File: src/rtl/fibonacci_sweeper.sv
// Fibonacci sweeper: drives one Fibonacci calculator across an index range and
// stores each result in a table with a registered read port and valid bits.
// Flags calculator timeouts, range errors and 16-bit overflow (result decrease).
module fibonacci_sweeper #(
    parameter int unsigned IDX_W   = 5,
    parameter int unsigned DATA_W  = 16,
    parameter int unsigned TIMEOUT = 63
) (
    input  logic              clk,
    input  logic              reset_n,
    input  logic              start,
    input  logic [IDX_W-1:0]  first_idx,
    input  logic [IDX_W-1:0]  last_idx,
    output logic              calc_reset_n,
    output logic [IDX_W-1:0]  calc_input_s,
    output logic              calc_begin,
    input  logic              calc_done,
    input  logic [DATA_W-1:0] calc_fibo_out,
    input  logic [IDX_W-1:0]  rd_addr,
    output logic [DATA_W-1:0] rd_data,
    output logic              rd_valid,
    output logic              busy,
    output logic              sweep_done,
    output logic              err_timeout,
    output logic              err_ovf,
    output logic              err_range
);

    localparam int unsigned DEPTH     = 1 << IDX_W;
    localparam logic [7:0]  WAIT_LAST = 8'(TIMEOUT - 1);

    typedef enum logic [2:0] {
        S_IDLE,
        S_CLEAR,
        S_LAUNCH,
        S_WAIT,
        S_STORE,
        S_FINISH
    } state_t;

    state_t              state;
    state_t              state_nx;
    logic [IDX_W-1:0]    first_q;
    logic [IDX_W-1:0]    last_q;
    logic [IDX_W-1:0]    cur_idx;
    logic [7:0]          wait_cnt;
    logic [DATA_W-1:0]   result_q;
    logic [DATA_W-1:0]   prev_value;
    logic [DEPTH-1:0]    valid_q;
    logic [DATA_W-1:0]   table_mem [DEPTH];
    logic                done_ok;
    logic                wait_expired;

    // done is ignored in the first WAIT cycle while the calculator settles
    assign done_ok      = calc_done && (wait_cnt != 8'd0);
    assign wait_expired = (wait_cnt == WAIT_LAST);

    // State register
    always_ff @(posedge clk or negedge reset_n) begin
        if (!reset_n) begin
            state <= S_IDLE;
        end else begin
            state <= state_nx;
        end
    end

    // Next-state logic
    always_comb begin
        state_nx = state;
        case (state)
            S_IDLE: begin
                if (start) begin
                    state_nx = (first_idx > last_idx) ? S_FINISH : S_CLEAR;
                end
            end
            S_CLEAR:  state_nx = S_LAUNCH;
            S_LAUNCH: state_nx = S_WAIT;
            S_WAIT: begin
                if (done_ok) begin
                    state_nx = S_STORE;
                end else if (wait_expired) begin
                    state_nx = S_FINISH;
                end
            end
            S_STORE:  state_nx = (cur_idx == last_q) ? S_FINISH : S_CLEAR;
            S_FINISH: state_nx = S_IDLE;
            default:  state_nx = S_IDLE;
        endcase
    end

    // Outputs decoded from state; calculator reset also follows the block reset
    always_comb begin
        busy         = (state != S_IDLE);
        calc_begin   = (state == S_LAUNCH);
        calc_reset_n = reset_n && (state != S_CLEAR);
        calc_input_s = cur_idx;
    end

    // Sweep datapath: index, wait counter, captured result, flags, valid bits
    always_ff @(posedge clk or negedge reset_n) begin
        if (!reset_n) begin
            first_q     <= '0;
            last_q      <= '0;
            cur_idx     <= '0;
            wait_cnt    <= '0;
            result_q    <= '0;
            prev_value  <= '0;
            valid_q     <= '0;
            sweep_done  <= 1'b0;
            err_timeout <= 1'b0;
            err_ovf     <= 1'b0;
            err_range   <= 1'b0;
        end else begin
            sweep_done <= (state == S_FINISH);
            case (state)
                S_IDLE: begin
                    if (start) begin
                        err_timeout <= 1'b0;
                        err_ovf     <= 1'b0;
                        err_range   <= 1'b0;
                        first_q     <= first_idx;
                        last_q      <= last_idx;
                        valid_q     <= '0;
                        if (first_idx > last_idx) begin
                            err_range <= 1'b1;
                        end else begin
                            cur_idx <= first_idx;
                        end
                    end
                end
                S_LAUNCH: wait_cnt <= '0;
                S_WAIT: begin
                    wait_cnt <= wait_cnt + 8'd1;
                    if (done_ok) begin
                        result_q <= calc_fibo_out;
                    end else if (wait_expired) begin
                        err_timeout <= 1'b1;
                    end
                end
                S_STORE: begin
                    valid_q[cur_idx] <= 1'b1;
                    if ((cur_idx > first_q) && (result_q < prev_value)) begin
                        err_ovf <= 1'b1;
                    end
                    prev_value <= result_q;
                    // equality stop means last_idx at the top index never wraps
                    if (cur_idx != last_q) begin
                        cur_idx <= cur_idx + IDX_W'(1);
                    end
                end
                default: ;
            endcase
        end
    end

    // Result table storage (contents intentionally not reset)
    always_ff @(posedge clk) begin
        if (state == S_STORE) begin
            table_mem[cur_idx] <= result_q;
        end
    end

    // Registered read port; a same-cycle write returns the old entry
    always_ff @(posedge clk or negedge reset_n) begin
        if (!reset_n) begin
            rd_data  <= '0;
            rd_valid <= 1'b0;
        end else begin
            rd_data  <= table_mem[rd_addr];
            rd_valid <= valid_q[rd_addr];
        end
    end

endmodule

File: config.mk
export PLATFORM = sky130hd
export DESIGN_NAME = fibonacci_sweeper
export DESIGN_NICKNAME = d
export VERILOG_FILES = /design/src/rtl/fibonacci_sweeper.sv
export SDC_FILE = /design/constraint.sdc
export NUM_CORES = 1
export LEC_CHECK = 0
export BUFFER_PORTS_ARGS = -buffer_cell sky130_fd_sc_hd__clkbuf_2
export CORE_MARGIN = 5
export CORE_UTILIZATION = 35
export CTS_BUF_LIST = sky130_fd_sc_hd__clkbuf_4
export CTS_CLUSTER_DIAMETER = 200
export DETAILED_ROUTE_END_ITERATION = 7
export PLACE_DENSITY = 0.58
export SLEW_MARGIN = 10
export SYNTH_ARGS = -nofsm -noshare
export SYNTH_HDL_FRONTEND = slang
export SYNTH_SLANG_ARGS = --single-unit
File: constraint.sdc
create_clock -name clk -period 3.2 [get_ports clk]
set_clock_uncertainty 0.2 [all_clocks]
set_input_delay 0.64 -clock clk [delete_from_list [all_inputs] [get_ports clk]]
set_output_delay 0.64 -clock clk [all_outputs]
set_load 0.05 [all_outputs]
* Yosys cells after proc, flatten, opt, wreduce, memory -nomap -nowiden
Memory sizes are Yosys's and may differ from the RTL's. A register that Yosys moved wholly into a read port is not among the register bits. Cells that the tools add are included.
Storage, ports and cells: flip-flop bits (word level) 95, bits in writable memories 512, bits of input ports 35, output and inout bits 29, memories kept 1
Operators by class: $add $sub $neg 2, $lt $le $gt $ge 6, equal/unequal tests 16, multiplexer cells 26, bitwise gates (word level) 1, reduce and logical (&&, ||, !) cells 18
Memories:
- table_mem | words 32, width 16, rd ports 1, clocked after memory_dff 1, wr ports 1, RTL line 50 | logic [DATA_W-1:0] table_mem [DEPTH];
Operators by type and width (number):
- $pmux W32 S2 | 1
- $mux W32 | 1
- $or A32 B32 Y32 | 1
- $lt A16 B16 Y1 | 1
- $pmux W8 S2 | 1
- $mux W3 | 5
- $mux W5 | 3
- $pmux W3 S5 | 1
- $lt A5 B6 Y1 const B | 2
- $ne A2 B2 Y1 const B | 6
- $gt A5 B5 Y1 | 2
- $pmux W5 S2 | 1
- $mux W1 | 9
- $add A8 B1 Y8 const B | 1
- $eq A8 B6 Y1 const B | 1
- $reduce_and A2 Y1 | 4
- $reduce_and A4 Y1 | 2
- $reduce_bool A8 Y1 | 1
- $eq A3 B2 Y1 const B | 2
- $eq A3 B3 Y1 const B | 2
- $reduce_bool A2 Y1 | 3
- $add A5 B1 Y5 const B | 1
- $bmux W1 S5 | 1
- $demux W1 S5 | 1
- 12 further kinds | 16

* Logic depth before layout (Yosys ltp)
word-level depth 6, depth in mapped cells 7, depth with buffers taken out 7

* Worst setup path after synthesis
No wires, ideal clock.
path kind register to register, start register state[0], end memory table_mem[31][0] (enable), arrival time 2.247 ns, data required time 2.610 ns, path slack 0.363 ns, stages on the path, launching flop included 7, cell sequence dfrtp_1 > clkbuf_1 > nor2_1 > and2_0 > clkbuf_1 > nand2_1 > nor2_1
On the way: cells in the longest elaborated chain, start to end 3
RTL lines:
- start: declaration | RTL line 41 | state_t state;
- start signal: assignment | RTL line 63 | state <= state_nx;
- $eq A3 B3 Y1 | RTL line 158 | if (state == S_STORE) begin
- $mux W1 | RTL line 158
- $mux W1 (not written as such) | RTL line 159 | table_mem[cur_idx] <= result_q;
- end: declaration | RTL line 50
No other way between the ends.

* Worst setup path after layout
start register state[2], end output port calc_begin
On the way: cells in the longest elaborated chain, start to end 1
RTL lines:
- $eq A3 B2 Y1 | RTL line 94 | calc_begin = (state == S_LAUNCH);
- end: declaration | RTL line 16 | output logic calc_begin,
No other way between the ends.

==> qor.yml <==
status: "finished, final reports clean"
setup-violations-final: 0
max_slew_margin: 0.4120
cts.sinks: 623
tritoncts: "built"
synthFlopType: "edfxtp_1"
dieArea_um2: 75720
synth_enable_flop_cells: 512
min-delay-path-class: "in -> reg"
multi_input_area_um2: 6138
drtIter0Drc: 985
final_common_cell: "edfxtp_1"
cts_buffer_depth: 3
synthArstFlopShare: 0.1782
critPathLaunchType: "flop"
synthTopCellsByArea: "edfxtp_1, mux4_2, dfrtp_1"
synth_top_area_cell: "edfxtp_1"
r2r_slack_ps: 700
seq_area_frac_synth: 0.7375
drc: 0
ant_nets: 0
gr-usage-all-layers: 0.1609
crit_family: "flip-flops"
coreArea_um2: 69910
cp_cell_sequence: "nand2b_2 > nor2_1 > clkbuf_2"
fin_nets: 1537
hpwl_um: 33650
period_share: 0.9539
firstDrtPassIters: 5
fmax_ghz: 0.3276
synth_warnings: 0
syn_nets: 1270
area_delta_synth_final_pct: 19.23
ir_drop_uv: 567.8
h-tree-depth: 4
layout.cells.non_filler: 2540
drt-total-wl_um: 59590
clk_latency_ps: 970
fin_crit_ps: 3052
cap_viol_max_count: 0
antenna_found_initial: 4
start_util: 0.3521
netlist.area_leader.share: 0.6247
power_density_nw_per_um2: 718.9
worst_ep_arrival_time_ps: 2210
max_stage_delay_ps: 480
io_pins: 64
postSynthCellCount: 1203
critPathBufInv: 1
wire_per_inst_um: 23.46
path_max_fanout: 14
clkTransAtPathRegs_ps: 60
cts_made_buffers: 157
finalSetupTns_ps: 0
crit_required_ps: 2360
grt_pass1_wl_um: 88040
ys_ff_latch: 623
layout_common_cells: "edfxtp_1, clkbuf_4, mux4_2, dfrtp_1, clkbuf_2"
die_w_um: 275.2
place.port_buffers: 63
end_kind: "output pin"
viasPerCell: 5.034
gp_congestion: 0.7498
worst-slew-pin-transition_ps: 882.0
synth_area_per_cell_um2: 20.46
drive_gt1_frac: 0.3956
placed_cells: 2220
root_buffer: "clkbuf_4"
overflow: 0
grt_pass1_vias: 13710
p_leak_nw: 10.19
vias: 12790
crit_slowest_cell: "dfrtp_1"
die_h_um: 275.2
critical_path_class: "reg -> out"
fillCellCount: 6254
rows: 97
regArea_um2: 18150
post_cts_buffers: 0
drv_slew: 0
netlist_area_um2: 24610
hold_violations: 0
grt_start_max_net_pins: 60
ys_types: 50
cells in the mapped netlist, types with 2 or more instances:
master       n
edfxtp_1   512
mux4_2     168
dfrtp_1    111
nand2_1     48
nor2_1      47
mux2_2      39
o21ai_0     35
clkbuf_1    33
inv_1       33
ha_1        32
o21a_1      32
nand3_1     12
buf_2       10
buf_1        8
a21oi_1      7
xnor2_1      6
a21o_1       5
nand4_1      5
nor4_1       5
a221oi_1     3
a2bb2oi_1    3
a31oi_1      3
and3_1       3
buf_6        3
mux2i_1      3
nand2b_1     3
nand3b_1     3
nor3_1       3
o31ai_1      3
buf_8        2
mux4_1       2
o22ai_1      2
o2bb2ai_1    2
layer usage:
metal / share of wire / GRT usage
met4: 0.013 / 0.05072
met1: 0.44 / 0.2234
met5: 0 / 0
met2: 0.48 / 0.2514
met3: 0.066 / 0.04108
final timing paths:
check,start,end,cells after the start
min reg2reg,first_q[0],first_q[0],2
min,rd_addr[3],rd_data[1],4
min in group asynchronous,reset_n,err_range,3
max reg2reg,state[1],table_mem[31][7],5
max,state[2],calc_begin,3
max in group asynchronous,reset_n,rd_data[8],3
worst reg2reg max path: stages, from the launching register on:
cell and delay [ps]:
dfrtp_1 470, nor2_1 230, and2_1 360, nand2_1 420
nor2_2 280, buf_12 220
cell type report:
type | instances | area share
flip-flops and latches | 623 | 0.6186
multi-input cells | 490 | 0.2092
clock buffers | 240 | 0.06140
repair buffers | 165 | 0.05888
well taps | 940 | 0.04008
clock inverters | 39 | 0.006822
inverters | 33 | 0.004221
diodes | 10 | 0.0008527
power by group:
| group | internal (mW) | total, mW | switching [mW] |
|---|---|---|---|
| logic | 1.24 | 3.82 | 2.58 |
| registers | 10.2 | 10.6 | 0.413 |
| clock network | 3.50 | 6.66 | 3.16 |
| total | 14.9 | 21.1 | 6.16 |
through the flow:
| step | worst slack (ps) | hold WS [ps] | utilization | area (um^2) | total power, mW |
|---|---|---|---|---|---|
| 5_1_grt | -42.90 | 79.01 | 0.4197 | 29340 | 22.24 |
| 3_5_place_dp | 285.1 | 274.4 | 0.3862 | 27000 | 14.61 |
| 6_report | 147.6 | 187.0 | 0.4198 | 29350 | 21.10 |
| 3_3_place_gp | 287.8 | 267.7 | 0.3862 | 27000 | 14.46 |
| 4_1_cts | 45.44 | 79.75 | 0.4194 | 29320 | 21.36 |
| 2_1_floorplan | 363.0 | 144.4 | - | 24610 | 13.04 |
logic make-up (layout without fill, tap and decap cells):
logic type	count (synthesis)	in the layout	share of synthesized area
other	0	10	0
adders and majority gates	32	32	0.01627
buffers and inverters	90	477	0.01673
AOI/OAI and AO/OA	103	103	0.02761
muxes	212	212	0.1749
xor gates and xnor gates	6	6	0.002135
and+or+nand+nor	137	137	0.02481
DFF	623	623	0.7375
state kept, by name, summed over array words and instances, names as in the netlist, 3 cells and up:
name	cells
table_mem	512
wait_cnt	8
valid_q	32
prev_value	16
state	3
calc_input_s	5
last_q	5
result_q	16
first_q	5
rd_data	16
timing repair:
action,4_1_cts,5_1_grt
endpoints found under the setup margin,2,0
endpoints found under the hold margin,148,0
hold buffers,31,0
resized for setup,2,0
(Power assumes the default switching activity.)
